--- config.mk ---
export PLATFORM = sky130hd
export DESIGN_NAME = counter_timestamp_capture
export DESIGN_NICKNAME = d
export VERILOG_FILES = /design/src/rtl/counter_timestamp_capture.sv
export SDC_FILE = /design/constraint.sdc
export NUM_CORES = 1
export LEC_CHECK = 0
export ABC_AREA = 0
export BUFFER_PORTS_ARGS = -buffer_cell sky130_fd_sc_hd__buf_2
export CAP_MARGIN = 20
export CORE_MARGIN = 10
export CORE_UTILIZATION = 49
export CTS_BUF_LIST = sky130_fd_sc_hd__clkbuf_8 sky130_fd_sc_hd__clkbuf_16
export DETAILED_ROUTE_END_ITERATION = 12
export GPL_TIMING_DRIVEN = 0
export PLACE_DENSITY = 0.78
export SLEW_MARGIN = 10
export SYNTH_ARGS = -nofsm -noshare
export SYNTH_HDL_FRONTEND = slang
export SYNTH_SLANG_ARGS = --single-unit
--- constraint.sdc ---
create_clock -name clk -period 3 [get_ports clk]
set_input_delay 0.15 -clock clk [delete_from_list [all_inputs] [get_ports clk]]
set_output_delay 0.15 -clock clk [all_outputs]
set_load 0.03 [all_outputs]
--- src/rtl/counter_timestamp_capture.sv ---
// Timestamps synchronised event edges as {epoch, count} and queues them in a
// small show-ahead FIFO with a sticky overflow flag and a saturating drop counter.
module counter_timestamp_capture #(
   parameter int DEPTH   = 4,
   parameter int EPOCH_W = 16
) (
   input  logic                 clk,
   input  logic                 rst_n,
   input  logic [31:0]          cnt_in,
   input  logic                 evt_in,
   output logic                 out_valid,
   input  logic                 out_ready,
   output logic [EPOCH_W+31:0]  out_data,
   output logic                 ovf,
   output logic [7:0]           drop_cnt,
   input  logic                 clr_ovf
);

   localparam int AW = $clog2(DEPTH);
   localparam int OW = AW + 1;
   localparam int DW = EPOCH_W + 32;

   logic               s1, s2, s3;
   logic               evt;
   logic [31:0]        cnt_prev;
   logic               wrap;
   logic [EPOCH_W-1:0] epoch;
   logic [EPOCH_W-1:0] epoch_ts;
   logic [DW-1:0]      ts;

   logic [DW-1:0]      mem [DEPTH];
   logic [AW-1:0]      wr_ptr, rd_ptr;
   logic [OW-1:0]      occ;
   logic [DW-1:0]      last_head;
   logic               full;
   logic               push, pop, drop;

   // s1 is the metastability catcher; the edge detect runs on s2/s3 only.
   always_ff @(posedge clk or negedge rst_n) begin
      if (!rst_n) begin
         s1 <= 1'b0;
         s2 <= 1'b0;
         s3 <= 1'b0;
      end else begin
         s1 <= evt_in;
         s2 <= s1;
         s3 <= s2;
      end
   end

   assign evt = s2 & ~s3;

   // An event in the wrap cycle must already carry the incremented epoch.
   assign wrap     = (cnt_in < cnt_prev);
   assign epoch_ts = epoch + {{(EPOCH_W-1){1'b0}}, wrap};
   assign ts       = {epoch_ts, cnt_in};

   always_ff @(posedge clk or negedge rst_n) begin
      if (!rst_n) begin
         cnt_prev <= '0;
         epoch    <= '0;
      end else begin
         cnt_prev <= cnt_in;
         if (wrap) epoch <= epoch_ts;
      end
   end

   // Handshake: out_valid/out_ready transfer the head on every rising edge where
   // both are high; out_data is stable while out_valid is high and not accepted.
   assign full      = (occ == OW'(DEPTH));
   assign out_valid = (occ != '0);
   assign pop       = out_valid & out_ready;
   assign push      = evt & (~full | pop);
   assign drop      = evt & full & ~pop;
   assign out_data  = out_valid ? mem[rd_ptr] : last_head;

   always_ff @(posedge clk) begin
      if (push) mem[wr_ptr] <= ts;
   end

   always_ff @(posedge clk or negedge rst_n) begin
      if (!rst_n) begin
         wr_ptr    <= '0;
         rd_ptr    <= '0;
         occ       <= '0;
         last_head <= '0;
      end else begin
         if (push) wr_ptr <= wr_ptr + AW'(1);
         if (pop) begin
            rd_ptr    <= rd_ptr + AW'(1);
            last_head <= mem[rd_ptr];
         end
         case ({push, pop})
            2'b10:   occ <= occ + OW'(1);
            2'b01:   occ <= occ - OW'(1);
            default: occ <= occ;
         endcase
      end
   end

   // A drop in the same cycle as clr_ovf restarts the count at one.
   always_ff @(posedge clk or negedge rst_n) begin
      if (!rst_n) begin
         ovf      <= 1'b0;
         drop_cnt <= '0;
      end else if (drop) begin
         ovf <= 1'b1;
         if (clr_ovf)
            drop_cnt <= 8'd1;
         else if (drop_cnt != 8'hFF)
            drop_cnt <= drop_cnt + 8'd1;
      end else if (clr_ovf) begin
         ovf      <= 1'b0;
         drop_cnt <= '0;
      end
   end

endmodule
# Word level (Yosys, flattened, before mapping)
# Memories as Yosys holds them, arrays and structs flattened.
# Index checks and enable logic that the tools add are counted.
[op_classes]
n_addsub = 6
order_cmp = 1
eq_ne = 4
muxes = 10
bitwise_logic = 9
reduce_logical = 5
[ops]
columns = ["cell", "n"]
rows = [
  ["48-bit two-way mux", 1],
  ["32-bit less-than comparator", 1],
  ["8-bit two-way mux", 4],
  ["16-bit by 1-bit adder with 16-bit output", 1],
  ["8-bit by 1-bit adder with 8-bit output, second input constant", 1],
  ["8-bit inequality test, second input constant", 1],
  ["3-bit one-hot mux with 2 select lines", 1],
  ["2-bit nonzero test", 3],
  ["1-bit bitwise AND", 5],
  ["2-bit by 1-bit adder with 2-bit output, second input constant", 2],
  ["1-bit two-way mux", 4],
  ["3-bit by 1-bit adder with 3-bit output, second input constant", 1],
  ["3-bit == test, second input constant", 1],
  ["1-bit inverter", 3],
  ["3-bit nonzero test", 1],
  ["3-bit by 1-bit subtractor with 3-bit output, second input constant", 1],
  ["2-bit by 1-bit == test with 1-bit output, second input constant", 1],
  ["2-bit == test, second input constant", 1],
  ["2-bit AND reduction", 1],
  ["1-bit bitwise OR", 1],
]
[word_totals]
ff_bits = 115
mem_bits_rw = 192
input_bits = 37
output_inout_bits = 58
word_cells = 47
memories = 1
[mem_list]
columns = ["memory", "words", "width", "rd", "rd_clocked_by_memory_dff", "wr", "line", "source"]
rows = [
  ["mem", 4, 48, 1, 0, 1, "31", "logic [DW-1:0] mem [DEPTH];"],
]

# Depth between registers and ports, before layout
# Gate-level depths: netlist of run 1.
[depth]
depth_word = 6
mapped_depth = 14
depth_no_buf = 14

# Worst setup path before layout of run 1
# Ideal clock, no wire load.
[synth_path]
path_type = "reg-to-reg"
startpoint = "reg cnt_prev[27]"
endpoint = "reg epoch[12]"
setup_ns = 0.079
arrival_ns = 2.867
required_ns = 2.921
slack_ns = 0.054
stages_incl_launch_ff = 15
path_buffers = 0
period_less_slack_ns = 2.946
cell_sequence = "dfrtp_1 -> inv_1 -> ha_1 -> a21oi_1 -> o21ai_0 -> a211oi_1 -> o21ai_2 -> nor2_2 -> ha_1 -> ha_1 -> nand3_2 -> nor4_2 -> nand3_1 -> nor4_1 -> xor2_1"
[synth_via]
elab_chain_len = 2
[synth_rtl]
columns = ["item", "line", "source"]
rows = [
  ["start: declaration", "25", "logic [31:0] cnt_prev;"],
  ["start signal: assignment", "63", "cnt_prev <= cnt_in;"],
  ["32-bit less-than comparator (*)", "54", "assign wrap = (cnt_in < cnt_prev);"],
  ["16-bit by 1-bit adder with 16-bit output", "55", "assign epoch_ts = epoch + {{(EPOCH_W-1){1'b0}}, wrap};"],
  ["end signal: assignment", "64", "if (wrap) epoch <= epoch_ts;"],
  ["end: declaration", "27", "logic [EPOCH_W-1:0] epoch;"],
]
# Mark *: on every way between the ends. The rest lies on a longest branch, timed or not.
# A chain may end at the register's enable or synchronous reset.

# Worst setup path in the final report of run 1
[layout_path]
startpoint = "reg cnt_prev[27]"
endpoint = "mem mem[1][46] (netlist name) (data pin)"
[layout_via]
elab_chain_len = 2
[layout_rtl]
columns = ["item", "line", "source"]
rows = [
  ["32-bit less-than comparator", "54", ""],
  ["16-bit by 1-bit adder with 16-bit output", "55", ""],
  ["net epoch_ts[14]", "28", "logic [EPOCH_W-1:0] epoch_ts;"],
  ["end: declaration", "31", ""],
]
# The timed path passes the listed nets, and every way through them passes these cells.

==> metrics.cfg, run 1 <==
[global_route]
overflow = 0
track_usage_pct = 15.6
grt_max_degree = 78
grt_first_pass_wirelength_um = 41700
antenna_found_initial = 0
grt_pass1_vias = 7546

[clock_network]
clk_pin_slew_ns = 0.06
cts_buffers = 31
cts_buffer_depth = 3
clock-sinks = 307
clock_latency_ns = 0.56
cts_tree = built
cts_root_buf = clkbuf_16
h-tree-depth = 1

[cells_and_area]
layout.nets = 1089
final_common_cell = edfxtp_1
drive_above_1_share_pct = 29.1
n_antenna_cell = 0
n_fill_cell = 1942
area_delta_synth_final_pct = 19.7
fin_cells = 1373
design_area_um2 = 15300
multi_input_area_um2 = 4100
seq_area_um2 = 8640
layout_common_cells = edfxtp_1, nand2_1, dfrtp_1

[timing]
drv_slew = 0
min_period_ns = 2.92
max-slew-margin-rel_pct = 47.0
max_freq_mhz = 343
worstMarginPinSlew_ns = 0.795
finalHoldViolCount = 0
setup_viol = 0
whs_ns = 0.0705
finalClockSkew_ns = 0.0227
period_share_pct = 97.3

[route]
wl_per_cell_um = 19.1
wirelength_um = 26200
drtIter0Drc = 552
vias = 7301
firstDrtPassIters = 5
drc = 0
via_per_inst = 5.32
drtAntennaViolNets = 0

[die]
io_pins = 95
die_area_um2 = 33000
die_w_um = 182
placementRows = 59
die_h_um = 182
core_area_um2 = 25800
start_util_pct = 49.5

[critical_path]
end_kind = flip-flop
cp-start-kind = flip-flop
crit_type = reg -> reg
arrival_ns = 3.20
path_max_fanout = 6
required_ns = 3.28

[placed_design]
dp_hpwl_um = 16300
port-buffer-count = 93
place_congestion = 0.780
placed_area_um2 = 13700
dp.cells = 1271

[yosys]
synth_cell_type_count = 47
syn-mean-instance-area_um2 = 15.2
netlist.area_leader.share_pct = 45.1
ys_warn_count = 0
seq_area_frac_synth_pct = 67.6
ys_ff_latch = 307
synth_top_cell_by_area = edfxtp_1
async_reset_ff_share_pct = 37.5
synth_edf_count = 192
synthesis.nets = 918
syn-instance-count = 842
ys.flop_type = edfxtp_1
netlist_area_um2 = 12800
synth_area_leaders = edfxtp_1, dfrtp_1, mux4_2, nand2_1, mux2_2

[power]
cellPowerDensity_nw_per_um2 = 929
peakVddDrop_uv = 609
p_leak_uw = 0.00633

[hold_path]
hp-class = in -> async

[flow_run]
max_cap_violations = 0

[status]
outcome = finished clean

-- registers in the layout, summed over array words and instances (netlist names), 2 cells and up --
| register | count |
|---|---|
| mem | 192 |
| last_head | 48 |
| cnt_prev | 32 |
| epoch | 16 |
| drop_cnt | 8 |
| occ | 3 |
| rd_ptr | 2 |
| wr_ptr | 2 |
-- cell usage after synthesis, types with 2 or more instances --
cell	instances
ha_1	38
nand3_1	8
a21oi_1	17
nor4_2	2
clkbuf_1	13
nor3_1	7
nor2_1	20
nor3b_1	3
and2_1	8
buf_1	6
edfxtp_1	192
xor2_1	26
xnor2_1	12
mux4_2	48
nand2b_1	2
buf_2	12
nand3_2	2
nor4_1	8
o21ai_0	11
nand4_1	9
or3_1	2
nand2_1	170
dfrtp_1	115
mux2_2	48
a21o_1	3
inv_1	38
mux2_1	2
-- metrics by stage --
stage	worst slack, ns	total power [µW]	util [%]	setup TNS [ns]
final	0.0812	14200	59.2	0
after global routing	-0.0785	14900	59.2	-0.140
after CTS	0.000358	14300	58.6	0
after detailed placement	-0.418	10700	53.1	-11.97
after global placement	-0.429	10600	52.9	-86.82
after floorplan	0.0540	9240	-	0
-- critical path, stage by stage (launching register included) --
cell     delay [ns]
dfrtp_1        0.32
inv_1          0.06
ha_4           0.28
nand4_1        0.17
or4_4          0.62
a21oi_4        0.19
nor2_4         0.06
ha_4           0.18
ha_4           0.18
nand3_4        0.11
nor2_2         0.07
nand3_1        0.16
nor2_2         0.07
xor2_2         0.17
-- path summary, 6_finish.rpt --
kind / cells past startpoint / end / from / slack (ns)
setup / recovery: 13 / mem[1][46] / cnt_prev[27] / 0.08
hold / removal: 2 / last_head[7] / rst_n / 0.07
setup reg to reg: 13 / mem[1][46] / cnt_prev[27] / 0.08
hold reg to reg: 0 / s2 / s1 / 0.36
max in group asynchronous: 3 / epoch[5] / rst_n / 2.17
min in group clk: 4 / drop_cnt[0] / out_ready / 0.07
-- cell type report --
cell class / count / area share [%]
inverter: 38 / 0.932
sequential: 307 / 56.5
timing repair buffer: 138 / 5.99
tap: 335 / 2.74
clock inverter: 22 / 0.638
clock buffer: 36 / 5.52
multi-input combinational: 465 / 26.8
buffer: 32 / 0.940
-- layer usage --
layer	GRT usage [%]	vias up	part of all wire, %
met5	0	-	0
met4	4.26	0	2.4
met3	2.54	42	5.6
met2	25.8	209	49
met1	20.9	3660	43
li1	-	3390	-
-- cell families after synthesis --
kind of cell,Yosys count,share of synthesized area [%]
simple gates,251,8.93
compound gates,38,1.82
flops,307,67.6
fa+ha+maj,39,3.88
mux,99,12.9
buf+inv,70,2.23
xor+xnor,38,2.60
-- where the power goes --
part / internal, µW / leakage, µW / total [µW] / switching [µW]
logic: 1950 / 0.00263 / 5070 / 3120
registers: 5290 / 0.00319 / 5630 / 341
clock network: 1990 / 0.000511 / 3520 / 1530
total: 9230 / 0.00633 / 14200 / 4990
-- what timing repair did --
action,CTS,global route
pin swaps,5,9
hold buffers,35,0
gates resized for setup,21,20
buffers inserted,3,6
endpoints found under the hold margin,280,0
endpoints found under the setup margin,46,40
Power figures use the tool's default switching activity.
==> inputs of run 2 (changes only) <==
- CORE_UTILIZATION: 49 -> 54
- PLACE_DENSITY: 0.78 -> 0.84
==> metrics.cfg, run 2 (synthesis results as in run 1) <==
[status]
outcome = finished, violations left  ; was finished clean
violations = setup timing

[clock_network]
cts_tree = built  ; unchanged
clock-sinks = 307  ; unchanged
h-tree-depth = 1  ; unchanged
clock_latency_ns = 0.57  ; was 0.56 ns
cts_root_buf = clkbuf_16  ; unchanged
clk_pin_slew_ns = 0.06  ; about the same
cts_buffer_depth = 3  ; unchanged
cts_buffers = 30  ; was 31

[cells_and_area]
largest_reg_flops = 192  ; unchanged
area_delta_synth_final_pct = 20.8  ; was 19.7%
design_area_um2 = 15400  ; was 15,300 µm²
reg.largest.list = mem (192), last_head (48), cnt_prev (32)  ; unchanged
final_util_pct = 66.0  ; was 59.2%
n_antenna_cell = 0  ; unchanged
top_register = mem  ; unchanged
final_common_cell = edfxtp_1  ; unchanged
drive_above_1_share_pct = 30.4  ; was 29.1%
layout_common_cells = edfxtp_1, nand2_1, dfrtp_1  ; unchanged
layout.nets = 1094  ; was 1,089

[critical_path]
required_ns = 3.28  ; about the same
reg2regPathDepth = 15  ; was 13
crit_type = reg -> reg  ; unchanged
arrival_ns = 3.31  ; was 3.20 ns
reg2reg_to = mem[3][43]  ; was mem[1][46]
end_kind = flip-flop  ; unchanged
path_max_fanout = 6  ; unchanged
cp-start-kind = flip-flop  ; unchanged
crit_family = simple AND/OR/NAND/NOR gates  ; unchanged
crit_slowest_cell = dfrtp_1  ; was or4_4
r2r-start = cnt_prev[17]  ; was cnt_prev[27]
cp.buffers_inverters = 3  ; was 1
r2r_slack_ns = -0.03  ; was 0.08 ns
cp_slowest_stage_delay_ns = 0.37  ; was 0.62 ns
worstPathCellList = inv_1, ha_4, a21oi_2, o21ai_2, a211oi_2, buf_4, o21ai_4, nor2_4, ha_4, nand2_2, nor3_4, and2_4, nand4_1, buf_4, xnor2_2  ; was inv_1, ha_4, nand4_1, or4_4, a21oi_4, nor2_4, ha_4, ha_4, nand3_4, nor2_2, nand3_1, nor2_2, xor2_2

[die]
start_util_pct = 54.6  ; was 49.5%
die_h_um = 174  ; was 182 µm
core_area_um2 = 23400  ; was 25,800 µm²
placementRows = 56  ; was 59
io_pins = 95  ; unchanged
die_area_um2 = 30200  ; was 33,000 µm²
die_w_um = 174  ; was 182 µm

[timing]
setup_ws_ns = -0.0335  ; was 0.0812 ns
period_share_pct = 101  ; was 97.3%
drv_slew = 0  ; unchanged
whs_ns = 0.0698  ; was 0.0705 ns
finalClockSkew_ns = 0.0312  ; was 0.0227 ns
finalHoldViolCount = 0  ; unchanged
max-slew-margin-rel_pct = 46.1  ; was 47.0%
setup-tns-final_ns = -0.118  ; was 0 ns
worstMarginPinSlew_ns = 0.809  ; was 0.795 ns
min_period_ns = 3.03  ; was 2.92 ns
setup_viol = 5  ; was 0
max_freq_mhz = 330  ; was 343 MHz

[placed_design]
placed_area_um2 = 13700  ; about the same
place_congestion = 0.769  ; was 0.780
dp_hpwl_um = 17000  ; was 16,300 µm
port-buffer-count = 93  ; unchanged

[power]
p_seq_share_pct = 39.0  ; was 39.6%
p_sw_share_pct = 35.2  ; was 35.1%
power.net_switching_uw = 5110  ; was 4990 µW
internal_power_uw = 9400  ; was 9230 µW
p_leak_uw = 0.00635  ; was 0.00633 µW
pwr-share-comb_pct = 35.5  ; was 35.7%
cellPowerDensity_nw_per_um2 = 939  ; was 929 nW/µm²
peakVddDrop_uv = 690  ; was 609 µV
p_clk_share_pct = 25.5  ; was 24.7%

[global_route]
overflow = 0  ; unchanged
grt_max_degree = 77  ; was 78
grt_pass1_vias = 8035  ; was 7,546
track_usage_pct = 18.3  ; was 15.6%
grt_first_pass_wirelength_um = 44100  ; was 41,700 µm
antenna_found_initial = 0  ; unchanged

[hold_path]
worstHoldEndpoint = drop_cnt[0]
hp-start = out_ready
hp-class = in -> reg  ; was in -> async
hold_depth = 4

[route]
vias = 7484  ; was 7,301
drtAntennaViolNets = 0  ; unchanged
wirelength_um = 28000  ; was 26,200 µm
via_per_inst = 5.50  ; was 5.32
drtIter0Drc = 558  ; was 552
wl_per_cell_um = 20.6  ; was 19.1 µm
drc = 0  ; unchanged
firstDrtPassIters = 5  ; unchanged

[flow_run]
max_cap_violations = 0  ; unchanged

-- run 2: area by class of cell --
type / instances / area [µm²]
fill: 1570 / 7960
buffer: 32 / 144
inverter: 38 / 143
clock buffer: 36 / 833
multi-input combinational: 465 / 4170
timing repair buffer: 144 / 962
clock inverter: 19 / 149
sequential: 307 / 8640
tap: 319 / 399
-- run 2: worst max-delay path by stage --
stage	to	start	slack, ns	depth (start not counted)
2_1_floorplan	epoch[12]	cnt_prev[27]	0.05	14
3_3_place_gp	epoch[12]	cnt_prev[17]	-0.54	14
3_5_place_dp	epoch[12]	cnt_prev[17]	-0.68	14
4_1_cts	mem[2][46]	cnt_prev[17]	0.008	15
5_1_grt	epoch[11]	cnt_prev[25]	-0.14	15
6_report	mem[3][43]	cnt_prev[17]	-0.03	15
-- run 2: power groups by stage --
| stage | clock (µW) | sequential [µW] | combinational (µW) |
|---|---|---|---|
| after floorplan | 0 | 5610 | 3630 |
| after global placement | 0 | 5670 | 4900 |
| after CTS | 3740 | 5650 | 5140 |
| after detailed placement | 0 | 5710 | 5010 |
| after global routing | 3920 | 5720 | 5550 |
| final | 3700 | 5660 | 5150 |
-- run 2: routing by layer --
metal	routed length (µm)	track usage, %	up-vias	share of wire (%)
met2	14300	31.6	212	51
met3	1430	3.27	42	5.1
met1	11700	23.2	3817	42
met5	0	0	-	0
met4	608	5.02	0	2.2
li1	-	-	3413	-
-- run 2: tightest hold or removal path, cell delays in order --
cell and delay [ns]:
buf_2 0.13, nor4b_4 0.06, nand2_1 0.15, o32ai_1 0.09
-- run 2: per-stage QoR --
step	total power (µW)	instances	worst slack (ns)
finish	14500	1360	-0.0335
detailed placement	10700	1255	-0.682
global route	15200	1360	-0.143
floorplan	9240	842	0.0540
global placement	10600	1254	-0.540
CTS	14500	1348	0.00768
-- run 2: timing repair --
item | 4_1_cts | 5_1_grt
gates resized for setup | 24 | 25
setup buffers | 3 | 12
endpoints found under the hold margin | 278 | 0
pin swaps | 5 | 4
endpoints found under the setup margin | 63 | 57
hold buffers | 35 | 0
==> inputs of run 3 (changes only) <==
- SETUP_SLACK_MARGIN: not set -> 0.1
==> metrics.cfg, run 3 (synthesis results as in run 1) <==
[status]
outcome = finished clean  ; was finished, violations left

[route]
vias = 7614  ; was 7,484
drtIter0Drc = 607  ; was 558
drtAntennaViolNets = 0  ; unchanged
wl_per_cell_um = 21.4  ; was 20.6 µm
firstDrtPassIters = 5  ; unchanged
drc = 0  ; unchanged
wirelength_um = 29100  ; was 28,000 µm
via_per_inst = 5.60  ; was 5.50

[global_route]
grt_max_degree = 63  ; was 77
grt_pass1_vias = 8135  ; was 8,035
track_usage_pct = 18.5  ; was 18.3%
grt_first_pass_wirelength_um = 45000  ; was 44,100 µm
antenna_found_initial = 1  ; was 0
overflow = 0  ; unchanged

[die]
core_area_um2 = 23400  ; unchanged
start_util_pct = 54.6  ; unchanged
die_h_um = 174  ; unchanged
io_pins = 95  ; unchanged
die_area_um2 = 30200  ; unchanged
placementRows = 56  ; unchanged
die_w_um = 174  ; unchanged

[clock_network]
cts_tree = built  ; unchanged
cts_root_buf = clkbuf_16  ; unchanged
h-tree-depth = 1  ; unchanged
cts_buffer_depth = 3  ; unchanged
clk_pin_slew_ns = 0.06  ; about the same
clock-sinks = 307  ; unchanged
clock_latency_ns = 0.55  ; was 0.57 ns
cts_buffers = 30  ; unchanged

[timing]
finalHoldViolCount = 0  ; unchanged
worstMarginPinSlew_ns = 0.810  ; was 0.809 ns
setup_viol = 0  ; was 5
max_freq_mhz = 339  ; was 330 MHz
max-slew-margin-rel_pct = 46.0  ; was 46.1%
period_share_pct = 98.4  ; was 101%
finalClockSkew_ns = 0.0117  ; was 0.0312 ns
drv_slew = 0  ; unchanged
rsz0062_at_grt = true
min_period_ns = 2.95  ; was 3.03 ns

[cells_and_area]
layout_common_cells = edfxtp_1, nand2_1, dfrtp_1  ; unchanged
top_register = mem  ; unchanged
drive_above_1_share_pct = 30.5  ; was 30.4%
final_util_pct = 66.2  ; was 66.0%
layout.nets = 1092  ; was 1,094
reg.largest.list = mem (192), last_head (48), cnt_prev (32)  ; unchanged
largest_reg_flops = 192  ; unchanged
area_delta_synth_final_pct = 21.1  ; was 20.8%
final_common_cell = edfxtp_1  ; unchanged
fin_cells = 1359  ; was 1,360

[placed_design]
dp.cells = 1255  ; unchanged
port-buffer-count = 93  ; unchanged
dp_hpwl_um = 17200  ; was 17,000 µm
place_congestion = 0.806  ; was 0.769

[critical_path]
r2r_slack_ns = 0.05  ; was -0.03 ns
cp.buffers_inverters = 1  ; was 3
cp-start-kind = flip-flop  ; unchanged
crit_slowest_cell = dfrtp_1  ; unchanged
required_ns = 3.28  ; about the same
path_max_fanout = 4  ; was 6
cp_slowest_stage_delay_ns = 0.37  ; about the same
arrival_ns = 3.23  ; was 3.31 ns
crit_type = reg -> reg  ; unchanged
crit_path_frequent_cell = and2_4
worstPathCellList = inv_1, ha_1, and4_1, and2_4, a32oi_4, a21oi_4, nor2_4, ha_4, nand2_4, nor3_4, and2_4, nand4_1, xnor2_2  ; was inv_1, ha_4, a21oi_2, o21ai_2, a211oi_2, buf_4, o21ai_4, nor2_4, ha_4, nand2_2, nor3_4, and2_4, nand4_1, buf_4, xnor2_2
end_kind = flip-flop  ; unchanged
crit_family = simple AND/OR/NAND/NOR gates  ; unchanged

[power]
cellPowerDensity_nw_per_um2 = 944  ; was 939 nW/µm²
peakVddDrop_uv = 817  ; was 690 µV
p_leak_uw = 0.00638  ; was 0.00635 µW

[flow_run]
max_cap_violations = 0  ; unchanged

[hold_path]
hp-class = in -> reg  ; unchanged

-- run 3: cell types whose count changed in the layout (fill, tap and decap cells not counted), moves of 2 or more --
cell	delta
clkinv_1	-3
inv_2	+3
a21oi_2	-2
buf_2	-2
nor4_2	+2
xor2_2	-2
-- run 3: where the power goes --
| part | leakage [µW] | switching, µW | internal, µW |
|---|---|---|---|
| Clock | 0.000529 | 1550 | 2240 |
| Sequential | 0.00319 | 356 | 5290 |
| Combinational | 0.00266 | 3200 | 1980 |
| Total | 0.00638 | 5110 | 9510 |
-- run 3: cell type report --
cell class              instances  area [µm²]
diodes                          1        2.50
plain buffers                  32         150
clock buffers                  36         845
clock inverters                19         163
fillers                      1554        7920
inverters                      38         143
multi-input cells             465        4190
flip-flops and latches        307        8640
well taps                     319         399
repair buffers                142         950
-- run 3: path summary, 6_finish.rpt --
check                      depth (start not counted)   startpoint            end
min in group asynchronous                          2        rst_n   last_head[6]
setup / recovery                                  13  cnt_prev[9]     mem[3][43]
max in group asynchronous                          3        rst_n  last_head[42]
hold / removal                                     4    out_ready    drop_cnt[0]
setup reg to reg                                  13  cnt_prev[9]     mem[3][43]
hold reg to reg                                    0           s1             s2
-- run 3: worst min-delay path: stages --
cell and delay [ns]:
buf_2 0.13, nor4b_4 0.06, nand2_1 0.14, o32ai_1 0.09
-- run 3: layer usage --
metal	global-route usage [%]	up-vias	routed length, µm
met5	0	-	0
met4	4.60	0	510
met3	3.01	50	1440
met2	32.8	226	15300
met1	23.2	3942	11800
li1	-	3396	-
-- run 3: repair_timing --
action / in CTS / in global routing
hold buffers: 35 / 0
endpoints found under the hold margin: 227 / 0
setup buffers: 6 / 7
pin swaps: 8 / 12
setup endpoints to repair: 73 / 45
resized for setup: 22 / 38
-- run 3: stage by stage --
step / hold WS, ns / power, µW / setup TNS [ns] / cell area [µm²] / setup WS [ns]
finish: 0.0644 / 14600 / 0 / 15500 / 0.0465
global route: 0.0936 / 15300 / -0.180 / 15500 / -0.0404
CTS: 0.0555 / 14600 / 0 / 15200 / 0.102
detailed placement: 0.197 / 10700 / -10.78 / 13700 / -0.397
global placement: 0.274 / 10500 / -72.77 / 13700 / -0.354
floorplan: -0.146 / 9250 / 0 / 12800 / 0.117
